`config.mk`:
```
export PLATFORM = sky130hd
export DESIGN_NAME = sar_result_fifo
export DESIGN_NICKNAME = d
export VERILOG_FILES = /design/src/rtl/sar_result_fifo.sv
export SDC_FILE = /design/constraint.sdc
export NUM_CORES = 1
export LEC_CHECK = 0
export ABC_CLOCK_PERIOD_IN_PS = 4300
export CAP_MARGIN = 5
export CORE_ASPECT_RATIO = 1.1
export CORE_UTILIZATION = 45
export CTS_CLUSTER_DIAMETER = 60
export DETAILED_ROUTE_END_ITERATION = 7
export GPL_TIMING_DRIVEN = 0
export PLACE_DENSITY = 0.67
export SLEW_MARGIN = 15
export SYNTH_ARGS = -nofsm -noshare
export SYNTH_HDL_FRONTEND = slang
export SYNTH_SLANG_ARGS = --single-unit
```
`constraint.sdc`:
```
create_clock -name clk -period 4.3 [get_ports clk]
set_clock_uncertainty 0.15 [all_clocks]
set_input_delay 0.43 -clock clk [delete_from_list [all_inputs] [get_ports clk]]
set_output_delay 0.43 -clock clk [all_outputs]
set_load 0.01 [all_outputs]
```
`src/rtl/sar_result_fifo.sv`:
```
// SAR result capture: sync + falling-edge detect on compl, bit-reversed capture, result FIFO.
// Optional averaging of 2**AVG_LOG2 raw samples per pushed word when SAR_RES_AVG_EN is defined.
module sar_result_fifo #(
  parameter int ADC_BITS   = 8,
  parameter int FIFO_DEPTH = 4,
  parameter int AVG_LOG2   = 2
) (
  input  logic                          clk,
  input  logic                          rst,
  input  logic                          compl,
  input  logic [0:ADC_BITS-1]           adc_data,
  output logic [ADC_BITS-1:0]           dout,
  output logic                          dout_valid,
  input  logic                          dout_ready,
  output logic                          ovf,
  input  logic                          ovf_clr,
  output logic [$clog2(FIFO_DEPTH):0]   level,
  output logic [15:0]                   sample_cnt
);

  localparam int PW = $clog2(FIFO_DEPTH);
  localparam int LW = PW + 1;

  typedef logic [ADC_BITS-1:0] word_t;

  logic        sync1_q;
  logic        compl_s_q;
  logic        compl_d_q;
  logic        cap;
  word_t       rev;
  logic        push;
  word_t       push_word;

  always_ff @(posedge clk or negedge rst) begin
    if (!rst) begin
      sync1_q   <= 1'b0;
      compl_s_q <= 1'b0;
      compl_d_q <= 1'b0;
    end else begin
      sync1_q   <= compl;
      compl_s_q <= sync1_q;
      compl_d_q <= compl_s_q;
    end
  end

  // SAR publishes its result as compl drops
  assign cap = compl_d_q & ~compl_s_q;

  always_comb begin
    rev = '0;
    for (int k = 0; k < ADC_BITS; k++) begin
      rev[ADC_BITS-1-k] = adc_data[k];
    end
  end

`ifdef SAR_RES_AVG_EN
  localparam int AW = ADC_BITS + AVG_LOG2;

  logic [AW-1:0]       acc_q;
  logic [AW-1:0]       acc_d;
  logic [AW-1:0]       acc_sum;
  logic [AVG_LOG2-1:0] avg_cnt_q;
  logic [AVG_LOG2-1:0] avg_cnt_d;

  assign acc_sum = acc_q + AW'(rev);

  always_comb begin
    acc_d     = acc_q;
    avg_cnt_d = avg_cnt_q;
    push      = 1'b0;
    push_word = acc_sum[AW-1:AVG_LOG2];
    if (cap) begin
      if (&avg_cnt_q) begin
        push      = 1'b1;
        acc_d     = '0;
        avg_cnt_d = '0;
      end else begin
        acc_d     = acc_sum;
        avg_cnt_d = avg_cnt_q + 1'b1;
      end
    end
  end

  always_ff @(posedge clk or negedge rst) begin
    if (!rst) begin
      acc_q     <= '0;
      avg_cnt_q <= '0;
    end else begin
      acc_q     <= acc_d;
      avg_cnt_q <= avg_cnt_d;
    end
  end
`else
  assign push      = cap;
  assign push_word = rev;
`endif

  word_t          mem_q [FIFO_DEPTH];
  logic [PW-1:0]  wr_ptr_q;
  logic [PW-1:0]  rd_ptr_q;
  logic [PW-1:0]  rd_nxt;
  logic [LW-1:0]  level_q;
  logic [LW-1:0]  level_d;
  word_t          dout_q;
  word_t          dout_d;
  logic           ovf_q;
  logic           ovf_d;
  logic [15:0]    cnt_q;
  logic           empty;
  logic           full;
  logic           pop;
  logic           wr_en;
  logic           drop;

  assign empty  = (level_q == '0);
  assign full   = (level_q == LW'(FIFO_DEPTH));
  assign pop    = ~empty & dout_ready;
  assign wr_en  = push & (~full | pop);
  assign drop   = push & full & ~pop;
  assign rd_nxt = rd_ptr_q + 1'b1;

  always_comb begin
    dout_d = dout_q;
    if (pop) begin
      if (level_q > LW'(1)) begin
        dout_d = mem_q[rd_nxt];
      end else if (wr_en) begin
        dout_d = push_word;
      end
    end else if (empty && wr_en) begin
      dout_d = push_word;
    end
  end

  always_comb begin
    level_d = level_q;
    unique case ({wr_en, pop})
      2'b10:   level_d = level_q + 1'b1;
      2'b01:   level_d = level_q - 1'b1;
      default: level_d = level_q;
    endcase
  end

  // a fresh overflow beats a clear in the same cycle
  always_comb begin
    ovf_d = ovf_q;
    if (ovf_clr) ovf_d = 1'b0;
    if (drop)    ovf_d = 1'b1;
  end

  always_ff @(posedge clk) begin
    if (wr_en) mem_q[wr_ptr_q] <= push_word;
  end

  always_ff @(posedge clk or negedge rst) begin
    if (!rst) begin
      wr_ptr_q <= '0;
      rd_ptr_q <= '0;
      level_q  <= '0;
      dout_q   <= '0;
      ovf_q    <= 1'b0;
      cnt_q    <= '0;
    end else begin
      if (wr_en) wr_ptr_q <= wr_ptr_q + 1'b1;
      if (pop)   rd_ptr_q <= rd_nxt;
      level_q <= level_d;
      dout_q  <= dout_d;
      ovf_q   <= ovf_d;
      cnt_q   <= cnt_q + 16'(cap);
    end
  end

  assign dout       = dout_q;
  assign dout_valid = ~empty;
  assign ovf        = ovf_q;
  assign level      = level_q;
  assign sample_cnt = cnt_q;

endmodule

```
==> run summary <==
Worst R2R Setup Slack: 1.99 ns
Hpwl dp: 3290 µm
Synthesized instance count: 186
Area leader, netlist: edfxtp_1
Ant diodes: 0
Via Count: 1653
Slew HR: 64.5%
Pin count of the biggest net entering global routing: 23
Final Slew Violations: 0
Syn Nets: 209
Peak supply drop: 0.272 mV
Die area: 6760 µm²
CP most frequent cell: inv_1
# rows: 30
Remaining global-route overflow: 0
Reg-to-Reg End: mem_q[3][2]$_DFFE_PP_
Critical path class: flop to output pin
Final min period: 2.64 ns
Setup TNS: 0 ns
GRT met2 Usage: 26.4%
Setup bufs post-CTS: 0
Net Sw Frac: 29.3%
Most used DFF post-synth: dfrtp_1
Port bufs: 41
Count of cell types in the netlist: 34
Syn Area/Cell: 15.6 µm²
Worst-Skew Late Latency: 0.33 ns
Final Cycle Share: 61.4%
Setup crit end kind: output pin
Source of the worst register-to-register timing path: level[1]$_DFFE_PN0P_
Nets: 263
M1 GR Usage: 21.0%
Clock Path Buffers: 2
Area after DPL: 3430 µm²
Maximum clock rate: 378 MHz
DR WL/cell: 15.2 µm
Vias/cell: 5.09
Psw: 618 µW
Routed Antenna Nets: 0
Die W: 78.5 µm
Gp weighted congestion: 0.768
I/O pins: 42
Critical Path Fanout Max: 8
Yosys synthesis warning count: 0
Hold Crit Endpoint: compl_s_q$_DFF_PN0_
Layout cells sized above 1: 15.9%
Netlist Area Pre-Place: 2900 µm²
Register area share after synthesis: 63.4%
GR peak layer: met2
Clock Tree Root: clkbuf_8
Power density cells: 584 nW/µm²
Post-Route WL: 4930 µm
Area Overhead vs Synth: 24.9%
Number of global-route vias before repair: 1627
Worst hold stages: 0
Residual DRC: 0
Startpoint Class: flop
Unrepaired setup endpoints after global routing: no
Final Hold Viols: 0
Synth top cells by count: dfrtp_1, edfxtp_1, xnor2_1
CTS tree: done
# H-tree levels: 3
Total power: 2110 µW
Layout Utilization: 58.4%
Core footprint: 6190 µm²
Most frequent cell after synthesis: dfrtp_1
Static leakage: 0.00140 µW
DRT iter0 DRCs: 103
#FFs+latches synth: 67
Die H: 86.1 µm
Yosys top cell area share: 33.2%
CP cell instances: inv_1, ha_1, nor2b_4, inv_1, clkdlybuf4s50_1
Global-route usage over all layers: 16.6%
Post-synth EDFFs: 32
Int Pwr: 1490 µW
Multi-input combinational cell area: 973 µm²
WP data required: 3.72 ns
Initial antenna violation count: 0
Outcome: completed
Flop pwr share: 43.0%
# Max-Cap Violations: 0
Global-route wire length before repair: 8200 µm
Tightest Hold Check Type: flop to flop
Combinational power share: 34.4%
Clock power share: 22.5%
Met3 Use GR: 4.04%
Fin Hold WS: 0.199 ns
CP peak stage delay: 0.48 ns
Cts bufs inserted: 9
Register-to-Register Path Depth: 6
Slew @ Worst Pin: 0.533 ns
Register area: 1840 µm²
Layout fillers: 517
Clk slew on worst S/H paths: 0.06 ns
CTS Sinks: 67
Area contributors post-synth: edfxtp_1, dfrtp_1, mux4_2
Count of TritonRoute iterations in the first routing pass: 4
Synth async-reset ratio: 52.2%
Post-route cell area: 3620 µm²
CP max-delay cell: clkdlybuf4s50_1
Worst Hold Launch: sync1_q$_DFF_PN0_
Final setup violation count: 0
CP Data Arrival Time: 2.06 ns
Initial Util: 46.7%
stage by stage:
stage / std cells / setup slack (ns)
final: 325 / 1.66
after global routing: 325 / 1.52
after CTS: 325 / 1.64
after detailed placement: 308 / 1.77
after global placement: 307 / 1.77
after floorplan: 186 / 2.23
power groups by stage:
stage / Clock (µW) / Sequential, µW / Combinational (µW)
5_1_grt: 518 / 924 / 804
2_1_floorplan: 0 / 941 / 423
4_1_cts: 491 / 910 / 743
3_3_place_gp: 0 / 917 / 725
3_5_place_dp: 0 / 920 / 739
6_report: 476 / 909 / 726
placed cells by master (no fill, tap or decap), types with 2 or more instances in the layout:
cell	n
mux4_2	8
mux2_2	9
mux2_1	8
clkbuf_8	11
buf_6	2
edfxtp_1	32
nand4_1	2
nand2_1	7
o21ai_0	5
clkdlybuf4s50_1	40
nand3_1	11
and3_1	3
inv_1	7
clkinv_1	2
ha_1	10
clkbuf_1	3
dfrtp_1	35
a21oi_1	2
nor2_1	6
xnor2_1	15
xor2_1	3
and2_1	4
cells by family (layout without fill, tap and decap cells):
kind of cell	after synthesis	in the layout	synth area share, %
flip-flops	67	67	63.4
AND/OR/NAND/NOR	39	39	7.26
multiplexers	25	25	12.8
XOR/XNOR	18	18	5.45
AO/OA/AOI/OAI	15	15	3.76
buffers and inverters	12	71	2.94
adder cells (fa/ha/maj)	10	10	4.32
worst max-delay path, delay by kind of cell, from the launching register on:
family / cells / cell delay [ns]
AND/OR/NAND/NOR: 1 / 0.25
adder cells (fa/ha/maj): 1 / 0.33
flip-flops: 1 / 0.43
buffers and inverters: 3 / 0.73
worst max-delay path by stage:
stage,from,to,slack (ns),cells past startpoint
4_1_cts,level[1]$_DFFE_PN0P_,dout_valid,1.64,5
3_5_place_dp,dout_ready,mem_q[3][5]$_DFFE_PP_,1.77,5
3_3_place_gp,rst,sample_cnt[13]$_DFF_PN0_,1.77,1
5_1_grt,level[1]$_DFFE_PN0P_,dout_valid,1.52,5
2_1_floorplan,level[1]$_DFFE_PN0P_,dout[0]$_DFFE_PN0P_,2.23,6
6_report,level[1]$_DFFE_PN0P_,dout_valid,1.66,5
metal layers:
metal | routed length [µm] | share of wire [%]
met2 | 2380 | 48
met4 | 82 | 1.7
met1 | 2230 | 45
met3 | 235 | 4.8
met5 | 0 | 0
sequential cells by signal, summed over array words and instances, names as in the netlist:
register	cells
compl_d_q	1
compl_s_q	1
dout	8
level	3
mem_q	32
ovf	1
rd_ptr_q	2
sample_cnt	16
sync1_q	1
wr_ptr_q	2
final cells by class:
cell class	count	share of cell area [%]
Multi-Input combinational cell	107	26.9
Timing Repair Buffer	43	12.2
Clock buffer	12	3.74
Clock inverter	4	1.18
Inverter	8	0.969
Sequential cell	67	50.8
Buffer	4	1.38
Tap cell	80	2.77
what timing repair did:
item,in CTS,in global routing
setup endpoints to repair,0,0
hold buffers,1,0
hold endpoints to repair,13,0
gates resized for setup,0,0
No activity file was read; power rests on OpenSTA's default activity.
